--- src/rtl/wb_spi_flash_ctrl.sv ---
// rtl/wb_spi_flash_ctrl.sv - Wishbone pipelined read-only slave backed by SPI NOR flash (READ 0x03).
// Optional power-up wake command (0xAB) enabled by SPIFLASH_WAKEUP_EN.
module wb_spi_flash_ctrl #(
    parameter int CLK_DIV      = 2,
    parameter int DUMMY_CYCLES = 0,
    parameter int WAKE_WAIT    = 1000
) (
    input  logic        wb_clk_i,
    input  logic        wb_rst_i,
    input  logic        wb_cyc_i,
    input  logic        wb_stb_i,
    input  logic        wb_we_i,
    input  logic [31:0] wb_adr_i,
    input  logic [31:0] wb_dat_i,
    input  logic [3:0]  wb_sel_i,
    output logic [31:0] wb_dat_o,
    output logic        wb_ack_o,
    output logic        wb_err_o,
    output logic        wb_stall_o,
    output logic        spi_sck_o,
    output logic        spi_cs_n_o,
    output logic        spi_mosi_o,
    input  logic        spi_miso_i
);

    typedef enum logic [3:0] {
        S_IDLE, S_CMD, S_ADDR, S_DUMMY, S_DATA, S_DONE, S_GAP, S_WAKE, S_WAKE_WAIT
    } state_t;

`ifdef SPIFLASH_WAKEUP_EN
    localparam logic WAKE_EN = 1'b1;
`else
    localparam logic WAKE_EN = 1'b0;
`endif

    state_t      state, state_d;
    logic [31:0] cnt;
    logic [4:0]  bit_cnt, bit_load;
    logic        sck;
    logic [31:0] sr_out, sr_in;
    logic        wake_pending;
    logic [31:0] dat_q;
    logic        ack_q, err_q;
    logic        shifting, in_xfer, half_done, rise, fall, bit_last, accept;

    logic unused_ok;
    assign unused_ok = ^{wb_dat_i, wb_sel_i, wb_adr_i[31:24], wb_adr_i[1:0]};

    always_comb begin
        shifting  = state inside {S_CMD, S_ADDR, S_DUMMY, S_DATA, S_WAKE};
        in_xfer   = state inside {S_CMD, S_ADDR, S_DUMMY, S_DATA};
        half_done = (cnt == 32'(CLK_DIV - 1));
        rise      = shifting && half_done && !sck;
        fall      = shifting && half_done && sck;
        bit_last  = fall && (bit_cnt == 5'd0);
        accept    = wb_cyc_i && wb_stb_i && !wb_stall_o;
    end

    always_ff @(posedge wb_clk_i or posedge wb_rst_i) begin
        if (wb_rst_i) state <= S_IDLE;
        else          state <= state_d;
    end

    always_comb begin
        state_d  = state;
        bit_load = 5'd7;
        if (in_xfer && !wb_cyc_i) begin
            state_d = S_GAP;
        end else begin
            case (state)
                S_IDLE: begin
                    if (wake_pending)              state_d = S_WAKE;
                    else if (accept && !wb_we_i)   state_d = S_CMD;
                end
                S_CMD:   if (bit_last) state_d = S_ADDR;
                S_ADDR:  if (bit_last) state_d = (DUMMY_CYCLES > 0) ? S_DUMMY : S_DATA;
                S_DUMMY: if (bit_last) state_d = S_DATA;
                S_DATA:  if (bit_last) state_d = S_DONE;
                S_DONE:  state_d = S_GAP;
                S_GAP:   if (cnt == 32'(2 * CLK_DIV - 1)) state_d = S_IDLE;
                S_WAKE:  if (bit_last) state_d = S_WAKE_WAIT;
                S_WAKE_WAIT: if (cnt == 32'(WAKE_WAIT - 1)) state_d = S_IDLE;
                default: state_d = S_IDLE;
            endcase
        end
        case (state_d)
            S_ADDR:  bit_load = 5'd23;
            S_DUMMY: bit_load = 5'(DUMMY_CYCLES - 1);
            S_DATA:  bit_load = 5'd31;
            default: bit_load = 5'd7;
        endcase
    end

    // cnt doubles as SCK half-period divider and GAP/WAKE_WAIT timer
    always_ff @(posedge wb_clk_i or posedge wb_rst_i) begin
        if (wb_rst_i) begin
            cnt          <= '0;
            bit_cnt      <= '0;
            sck          <= 1'b0;
            sr_out       <= '0;
            sr_in        <= '0;
            wake_pending <= WAKE_EN;
            dat_q        <= '0;
            ack_q        <= 1'b0;
            err_q        <= 1'b0;
        end else begin
            ack_q        <= (state == S_DONE);
            err_q        <= accept && wb_we_i;
            wake_pending <= wake_pending && (state != S_IDLE);

            if (state == S_DONE)
                dat_q <= {sr_in[7:0], sr_in[15:8], sr_in[23:16], sr_in[31:24]};

            if (state_d != state || state == S_IDLE || (shifting && half_done))
                cnt <= '0;
            else
                cnt <= cnt + 32'd1;

            if (!shifting || state_d == S_GAP) sck <= 1'b0;
            else if (half_done)                sck <= !sck;

            if (state_d != state) bit_cnt <= bit_load;
            else if (fall)        bit_cnt <= bit_cnt - 5'd1;

            if (state == S_IDLE && state_d == S_CMD)
                sr_out <= {8'h03, wb_adr_i[23:2], 2'b00};
            else if (state == S_IDLE && state_d == S_WAKE)
                sr_out <= {8'hAB, 24'h000000};
            else if (fall)
                sr_out <= {sr_out[30:0], 1'b0};

            if (rise && state == S_DATA)
                sr_in <= {sr_in[30:0], spi_miso_i};
        end
    end

    assign wb_dat_o   = dat_q;
    assign wb_ack_o   = ack_q;
    assign wb_err_o   = err_q;
    assign wb_stall_o = (state != S_IDLE) || wake_pending;
    assign spi_sck_o  = sck;
    assign spi_cs_n_o = !shifting;
    assign spi_mosi_o = (state == S_CMD || state == S_ADDR || state == S_WAKE) && sr_out[31];

endmodule
--- config.mk ---
export PLATFORM = sky130hd
export DESIGN_NAME = wb_spi_flash_ctrl
export DESIGN_NICKNAME = d
export VERILOG_FILES = /design/src/rtl/wb_spi_flash_ctrl.sv
export SDC_FILE = /design/constraint.sdc
export NUM_CORES = 1
export LEC_CHECK = 0
export ABC_AREA = 1
export BUFFER_PORTS_ARGS = -buffer_cell sky130_fd_sc_hd__buf_2
export CAP_MARGIN = 20
export CORE_MARGIN = 2
export CORE_UTILIZATION = 51
export DETAILED_ROUTE_END_ITERATION = 16
export GPL_TIMING_DRIVEN = 0
export PLACE_DENSITY = 0.87
export SLEW_MARGIN = 20
export SYNTH_ARGS = -nofsm -noshare
export SYNTH_HDL_FRONTEND = slang
export SYNTH_SLANG_ARGS = --single-unit
--- constraint.sdc ---
create_clock -name wb_clk_i -period 4.1 [get_ports wb_clk_i]
set_input_delay 0.41 -clock wb_clk_i [delete_from_list [all_inputs] [get_ports wb_clk_i]]
set_output_delay 0.41 -clock wb_clk_i [all_outputs]
set_load 0.02 [all_outputs]
# Word level (Yosys, flattened, before mapping)
# Cells that the tools add are included.
# word_totals
regBits,141
out_inout_bits,38
wordCells,84
inputBits,74
# classes
n_addsub,2
n_eq_ne,18
mux,19
reduce_logical,35
# op_table
operator,n
$mux W32,4
$mux W4,9
$add A32 B1 Y32 const B,1
$eq A32 B1 Y1 const B,1
$eq A32 B10 Y1 const B,1
$eq A32 B2 Y1 const B,1
$pmux W4 S8,1
$eq A4 B3 Y1 const B,7
$eq A4 B2 Y1 const B,4
$logic_and A1 B1 Y1,14
$mux W5,2
$pmux W5 S2,1
$eq A4 B1 Y1 const B,2
$reduce_bool A4 Y1,2
$logic_or A1 B1 Y1,6
$logic_not A1 Y1,5
$logic_not A5 Y1,1
$reduce_bool A5 Y1,1
$sub A5 B1 Y5 const B,1
$eq A4 B4 Y1 const B,1
$logic_not A4 Y1,1
$ne A4 B4 Y1,1
$reduce_bool A2 Y1,2
$reduce_or A2 Y1,2
2 further kinds,3

# Logic depth before layout (Yosys ltp)
# Gate-level depths: netlist of the first run.
# depth
word_depth,13
ltp_mapped,19
mapped_depth_nobuf,19

# Worst setup path after synthesis of the first run
# OpenSTA, ideal clock, no wires.
# synth_timing
path_kind,register to register
start,reg cnt[0]
end,reg cnt[28]
t_arrival_ps,2175
required_ps,3976
path_buffers,0
stages_incl_launch_ff,15
slack_ps,1802
setup_time_ps,124
period_less_slack_ps,2298
path_cell_list,dfrtp_1 ha_1 nand2_1 nor2_1 nand2_1 nor2_2 nand2_1 nor2_2 nand2_1 nor3_2 nand3_1 nor2_1 nand2_1 xor2_1 nor2_4
# synth_via
elab_chain_cells,11
word_cells_on_any_way,19
cone_classes,add/sub: 1; eq/ne: 4; mux: 9; reduce/logical: 5
# synth_rtl
element,line,source
from (decl),37,logic [31:0] cnt;
from (signal assigned),117,cnt <= cnt + 32'd1;
$eq A32 B1 Y1,52,half_done = (cnt == 32'(CLK_DIV - 1));
$logic_and A1 B1 Y1,"54, 114",
$logic_and A1 B1 Y1,54,fall = shifting && half_done && sck;
$logic_and A1 B1 Y1,55,bit_last = fall && (bit_cnt == 5'd0);
$mux W4 (on tied branches),n/a,
$pmux W4 S8,70,case (state)
$mux W4,67,if (in_xfer && !wb_cyc_i) begin
$ne A4 B4 Y1,114,if (state_d != state || state == S_IDLE || (shifting && half_done))
$logic_or A1 B1 Y1 (2 in series),114,
$mux W32 *,114,
# Mark *: on every way between the ends. The rest lies on a longest branch, timed or not.
# A chain may end at the register's enable or synchronous reset.

# Worst setup path in the final report of the first run
# layout_timing
start,reg cnt[0]
end,reg cnt[30]
# The elaborated chain is that of the path after synthesis.

==> key figures, run 1 <==
Outcome
  – Status: finished, final reports clean

Critical path
  – Startpoint types: flip-flop
  – Worst path slowest cell: dfrtp_1
  – CP Data Arrival Time: 3.10 ns
  – Slowest stage delay, CP: 0.40 ns
  – Critical Path End Type: flip-flop
  – Largest fanout on the critical path: 4
  – Crit-path cells: ha_1 > nand2_1 > nor2_1 > nand2_1 > nor2_2 > nand2_1 > nor2_2 > nand2_1 > nor3_2 > nand3_1 > nor2_1 > nand3_1 > xnor2_1 > inv_1 > nor2_4
  – Class of the most critical setup path: reg2reg
  – CP required: 4.46 ns
  – Reg-to-reg slack, setup: 1.36 ns
  – Crit-path most repeated cell: nand2_1

Clocking
  – Clock buffer depth: 2
  – Post-CTS Setup Bufs: 0
  – CTS Sinks: 139
  – H-tree levels: 4
  – Post-CTS sizing: 0
  – CTS buffer count: 17
  – CTS tree: done
  – Clk Latency, worst-skew pair: 0.42 ns
  – Post-CTS Hold Buffers: 0
  – Clk root buf: clkbuf_16
  – Clock transition at path regs: 0.06 ns

Power
  – PwrDens: 603 nW/um2
  – Clock power frac: 0.310
  – Gate power share: 0.335
  – Cell-internal power: 2.98 mW
  – Power share of the sequential group: 0.355
  – Design Power: 4.77 mW
  – Worst VDD drop: 0.000432 V
  – Leakage: 3.64 nW
  – Sw Pwr: 1.79 mW
  – Switching Fraction: 0.375

Finish
  – Layout cells sized above 1: 0.198
  – Final Util: 0.621
  – N_diodes: 0
  – Area Overhead vs Synth: 18.0%
  – Final Net Count: 930
  – Final Cell Area: 7900 um2

Global route
  – GRT Total Usage: 0.212
  – First-pass GRT wire length: 24.1 mm
  – Pin count of the biggest net entering global routing: 35
  – Vias in the first global route: 5,277
  – Initial antenna violation count: 0
  – Gr ovfl total: 0

STA
  – Clock skew: 0.00946 ns
  – Final hold violations: 0
  – Actual slew at the worst max-slew pin: 0.681 ns
  – Final Cycle Share: 0.668
  – Relative slew slack: 0.545
  – Fmax: 365 MHz
  – Fin Setup TNS: 0 ns
  – Min cycle time layout: 2.74 ns
  – Number of max-slew violations in the final report: 0
  – RSZ-0062 raised after global routing: no
  – # setup viols final: 0

Floorplan
  – Die Span Y: 119 um
  – Area of the die: 14,100 um2
  – FP Rows: 41
  – Starting Density: 0.527
  – I/O Pins: 112
  – Die Wd: 119 um
  – Core box area: 12,700 um2

Synthesis
  – Main combinational cell family by area after synthesis: simple AND/OR/NAND/NOR gates
  – Synth Area in XOR/XNOR: 0.0366
  – Post-synthesis mux area share: 0.00168
  – Area leader, netlist: dfrtp_1
  – Compound-Gate Fraction of Synth Area: 0.100
  – Syn_nets: 842
  – YS warnings: 0
  – Ys async rst share: 1.00
  – Area share of fa/ha/maj cells after synthesis: 0.00747
  – Mean post-synth cell area: 8.77 um2
  – Simple-Gate Fraction of Synth Area: 0.257
  – Seq cells post-synth: 139
  – Most frequent cell after synthesis: nand2_1
  – Post-synth top cells: nand2_1 (179), dfrtp_1 (139), inv_1 (97)
  – Area share of the largest cell type after synthesis: 0.519
  – Synth Cell Area: 6700 um2
  – Cells after Synth: 764
  – Seq/Total Area, Yosys: 0.519
  – Synth area leaders: dfrtp_1 (52%), nand2_1 (10%), o21ai_0 (7.0%)
  – Post-synth EDFFs: 0
  – Synth Flop Type: dfrtp_1
  – Post-synth cell types: 41

Detailed routing
  – Via density: 5.06
  – Wirelength, routed: 13.9 mm
  – Wire per inst: 13.4 um
  – Via Count: 5,244
  – # DRC: 0
  – Drt first-iter violations: 295
  – DRT antenna net count: 0
  – Total iterations of the first detailed-routing run: 5

Run
  – Max Cap Violations: 0

Hold path
  – Hold Path Class: in2async

Placement
  – Cell Area, Placed: 7330 um2
  – Port bufs: 65
  – DPL Wire Length: 9.68 mm
  – Final Wtd Congestion: 0.916
[path summary, 6_finish.rpt]
kind	start	endpoint	cells past startpoint
max	cnt[0]$_DFF_PP0_	cnt[30]$_DFF_PP0_	15
min	wb_rst_i	cnt[20]$_DFF_PP0_	2
max reg2reg	cnt[0]$_DFF_PP0_	cnt[30]$_DFF_PP0_	15
min reg2reg	wb_dat_o[2]$_DFFE_PP0P_	wb_dat_o[2]$_DFFE_PP0P_	2
max in group asynchronous	wb_rst_i	sr_in[0]$_DFFE_PP0P_	4
min in group wb_clk_i	spi_miso_i	sr_in[0]$_DFFE_PP0P_	2
[worst max-delay path, delay by kind of cell, from the launching register on]
kind | cells | cell delay, ns
AND/OR/NAND/NOR | 12 | 1.82
adder cells (fa/ha/maj) | 1 | 0.23
XOR/XNOR | 1 | 0.14
flip-flops | 1 | 0.40
buffers and inverters | 1 | 0.08
[placed cells by master, fill, tap and decap left out, types with 7 or more instances in the layout]
master     Yosys  final
a21oi_1        8      8
buf_2          1     66
clkbuf_1      20     20
clkbuf_16      0     17
dfrtp_1      139    139
inv_1         97     96
nand2_1      179    179
nand2_2        8      8
nand3_1       22     22
nand4_1        9      9
nor2_1        51     51
nor2_2        10     10
nor2_4        33     33
nor3_1         7      7
o21ai_0       94     94
o21ai_1       19     19
xnor2_1       11     11
xor2_1        17     17
[per-stage QoR]
step                std cells  hold slack [ns]  worst slack [ns]
floorplan                 764            0.442              1.80
global placement         1001            0.459              1.13
detailed placement       1005            0.466              1.39
CTS                      1037           0.0923              1.36
global route             1037            0.123              1.05
finish                   1037           0.0921              1.36
[routing by layer]
layer | vias up | part of all wire | GRT usage
li1 | 2585 | - | -
met1 | 2537 | 0.45 | 0.267
met2 | 100 | 0.50 | 0.347
met3 | 22 | 0.040 | 0.0560
met4 | 0 | 0.013 | 0.0871
met5 | - | 0 | 0
[sequential cells by signal, summed over array words and instances (netlist names)]
name,flops
cnt,32
sr_in,32
wb_dat_o,32
sr_out,30
bit_cnt,5
state,4
spi_sck_o,1
wake_pending,1
wb_ack_o,1
wb_err_o,1
[power groups by stage]
stage | sequential (mW) | clock, mW | combinational, mW
floorplan | 1.71 | 0 | 1.27
global placement | 1.71 | 0 | 1.54
detailed placement | 1.71 | 0 | 1.59
CTS | 1.69 | 1.50 | 1.61
global route | 1.72 | 1.57 | 1.77
finish | 1.69 | 1.48 | 1.60
[layout make-up]
type / count / area, um2
Fill cell: 1059 / 4820
Sequential cell: 139 / 3480
Clock inverter: 14 / 134
Tap cell: 172 / 215
Buffer: 25 / 139
Multi-Input combinational cell: 498 / 2700
Timing Repair Buffer: 69 / 413
Clock buffer: 18 / 439
Inverter: 102 / 388
[cell families after synthesis]
| logic type | after synthesis |
|---|---|
| fa+ha+maj | 4 |
| xor+xnor | 28 |
| simple gates | 335 |
| mux | 1 |
| flops | 139 |
| compound gates | 130 |
| buf+inv | 127 |
Power figures use the tool's default switching activity.
==> inputs of run 2 (changes only) <==
==> constraint.sdc (replaced) <==
create_clock -name wb_clk_i -period 2.35 [get_ports wb_clk_i]
set_input_delay 0.235 -clock wb_clk_i [delete_from_list [all_inputs] [get_ports wb_clk_i]]
set_output_delay 0.235 -clock wb_clk_i [all_outputs]
set_load 0.02 [all_outputs]
==> run 2 against run 1 <==
Compared with the run above: global-route usage increased by 2.8 points; the run now ends with setup timing left; critical path depth increased by 5; register-to-register slack got worse by 1.6 ns; first-iteration DRC count increased by 50%; sequential cell count unchanged; final cell count increased by 5.0%; non-clock buffer count increased by 52; fmax increased by 3.8%; critical endpoint is now cnt[23]$_DFF_PP0_; sequential share of layout area decreased by 3.7 points; largest cell class unchanged; largest power group is now combinational logic; total power increased by 110%.
==> key figures, run 2 (same netlist as run 1, synthesis figures left out) <==
STA
  – Min cycle time layout: 2.64 ns (-0.101 ns)
  – Final setup margin: -0.286 ns (-1.65 ns)
  – Relative slew slack: 0.542 (-0.00286)
  – Number of max-slew violations in the final report: 0 (unchanged)
  – RSZ-0062 raised after global routing: yes
  – Final Cycle Share: 1.12 (+0.454)
  – Fmax: 379 MHz (+3.8%)
  – # setup viols final: 68 (+68)
  – Final hold violations: 0 (unchanged)
  – Clock skew: 0.0106 ns (+0.00111 ns)
  – Actual slew at the worst max-slew pin: 0.686 ns (+0.00428 ns)

Clocking
  – CTS buffer count: 17 (unchanged)
  – Clk root buf: clkbuf_16
  – H-tree levels: 4 (unchanged)
  – Clock buffer depth: 2 (unchanged)
  – CTS tree: done
  – Clock transition at path regs: 0.06 ns (about the same)
  – Clk Latency, worst-skew pair: 0.43 ns (about the same)
  – CTS Sinks: 139 (unchanged)

Critical path
  – Largest fanout on the critical path: 5 (+1)
  – Startpoint types: flip-flop
  – Critical Path End Type: flip-flop
  – CP required: 2.71 ns (-1.75 ns)
  – Class of the most critical setup path: reg2reg
  – CP Data Arrival Time: 3.00 ns (-0.10 ns)

Global route
  – GRT Total Usage: 0.240 (+0.0281)
  – Vias in the first global route: 5,790 (+9.7%)
  – Gr ovfl total: 0 (unchanged)
  – Pin count of the biggest net entering global routing: 35 (unchanged)
  – First-pass GRT wire length: 27.0 mm (+12%)
  – Initial antenna violation count: 0 (unchanged)

Power
  – Power share of the sequential group: 0.294 (-0.061)
  – Switching Fraction: 0.375 (-0.000732)
  – Cell-internal power: 6.37 mW (+110%)
  – Gate power share: 0.452 (+0.117)
  – Worst VDD drop: 0.000676 V (+57%)
  – PwrDens: 1180 nW/um2 (+96%)
  – Clock power frac: 0.254 (-0.056)
  – Leakage: 4.01 nW (+10%)
  – Sw Pwr: 3.82 mW (+110%)

Run
  – Max Cap Violations: 0 (unchanged)

Finish
  – N_diodes: 0 (unchanged)
  – Layout cells sized above 1: 0.291 (+0.0935)
  – Final Non-Filler Cells: 1,089 (+5.0%)
  – Final Net Count: 982 (+5.6%)
  – Area Overhead vs Synth: 28.8%
  – Most common cell after layout, fill and taps aside: nand2_1
  – Most frequent cells in the layout: nand2_1 (171), dfrtp_1 (136), inv_1 (94)
  – Fillers: 913 (-14%)
  – Final Cell Area: 8630 um2 (+9.2%)

Placement
  – Cell Area, Placed: 7330 um2 (unchanged)
  – Cells after DPL: 1,005 (unchanged)
  – Port bufs: 65 (unchanged)
  – Final Wtd Congestion: 0.916 (unchanged)
  – DPL Wire Length: 9.68 mm (unchanged)

Detailed routing
  – DRT antenna net count: 0 (unchanged)
  – Wirelength, routed: 17.0 mm (+22%)
  – Total iterations of the first detailed-routing run: 7 (+2)
  – Via Count: 5,785 (+10%)
  – Wire per inst: 15.6 um (+16%)
  – # DRC: 0 (unchanged)
  – Drt first-iter violations: 442 (+50%)
  – Via density: 5.31 (+5.0%)

Floorplan
  – Area of the die: 14,100 um2 (unchanged)
  – FP Rows: 41 (unchanged)
  – Starting Density: 0.527 (unchanged)
  – Die Span Y: 119 um (unchanged)
  – Die Wd: 119 um (unchanged)
  – Core box area: 12,700 um2 (unchanged)
  – I/O Pins: 112 (unchanged)

Hold path
  – Hold Path Class: in2reg

Outcome
  – Violated checks: setup timing
  – Status: complete, but fails checks
[run 2: changes by cell type in the layout (fill, tap and decap cells not counted), sizes merged]
cell	delta
buf	+51
clkinvlp	+2
bufbuf	+1
clkbuf	-1
clkinv	-1
dlygate4sd3	+1
inv	-1
[run 2: repair_timing]
action / 4_1_cts / 5_1_grt
pin swaps: 17 / 19
gates cloned: 3 / 0
endpoints found under the setup margin: 90 / 95
hold buffers: 1 / 0
gates resized for setup: 36 / 45
buffers inserted: 41 / 12
hold endpoints to repair: 25 / 0
[run 2: power by group through the flow]
stage	clock [mW]	combinational, mW	sequential (mW)
2_1_floorplan	0	2.22	2.99
3_3_place_gp	0	2.69	2.98
3_5_place_dp	0	2.78	2.99
4_1_cts	2.62	4.01	2.97
5_1_grt	2.74	4.90	3.03
6_report	2.59	4.61	2.99
[run 2: per-stage QoR]
step                      hold WS, ns   util  setup TNS [ns]  power, mW  setup WS (ns)
after floorplan                 0.341      -               0       5.21         0.0515
after global placement          0.459  0.569          -70.24       5.67         -0.446
after detailed placement        0.375  0.576          -12.69       5.77         -0.363
after CTS                     0.00755  0.664           -2.45       9.60        -0.0890
after global routing           0.0185  0.678          -22.49       10.7         -0.429
final                          0.0244  0.678          -12.69       10.2         -0.286
[run 2: per-layer routing]
layer / vias to the layer above / global-route usage / wire [um]
li1: 2695 / - / -
met1: 2835 / 0.285 / 6790
met2: 211 / 0.404 / 8810
met3: 44 / 0.0603 / 981
met4: 0 / 0.121 / 431
met5: - / 0 / 0
[run 2: worst max-delay path: stages, from the launching register on]
cell and delay (ns):
dfrtp_1 0.38, inv_1 0.07, ha_2 0.18, nand2_2 0.06
nor2_1 0.10, nand2_1 0.09, nor2_4 0.25, nand3_4 0.13
nor2_4 0.15, nand2_2 0.08, nand2_4 0.08, nand3_4 0.08
nand2_2 0.07, nand2_2 0.06, nor2_4 0.12, nand2_4 0.08
clkinv_4 0.06, nand3_4 0.11, buf_6 0.17, buf_16 0.14
nor2_4 0.08
[run 2: path summary, 6_finish.rpt]
path,start,endpoint,slack (ns),cells after the start
min in group asynchronous,wb_rst_i,cnt[20]$_DFF_PP0_,0.47,3
worst min-delay path,spi_miso_i,sr_in[0]$_DFFE_PP0P_,0.02,2
worst min register to register,wb_dat_o[7]$_DFFE_PP0P_,wb_dat_o[7]$_DFFE_PP0P_,0.48,2
worst max-delay path,cnt[1]$_DFF_PP0_,cnt[23]$_DFF_PP0_,-0.29,20
worst max register to register,cnt[1]$_DFF_PP0_,cnt[23]$_DFF_PP0_,-0.29,20
max in group asynchronous,wb_rst_i,sr_in[0]$_DFFE_PP0P_,1.16,5
[run 2: cell type report]
cell class                      count  area, um2  area share
Multi-Input combinational cell    498       2890       0.334
Clock buffer                       18        439      0.0509
Tap cell                          172        215      0.0249
Buffer                             22        149      0.0173
Clock inverter                     14        134      0.0155
Inverter                          102        399      0.0463
Sequential cell                   139       3480       0.404
Timing Repair Buffer              124        925       0.107
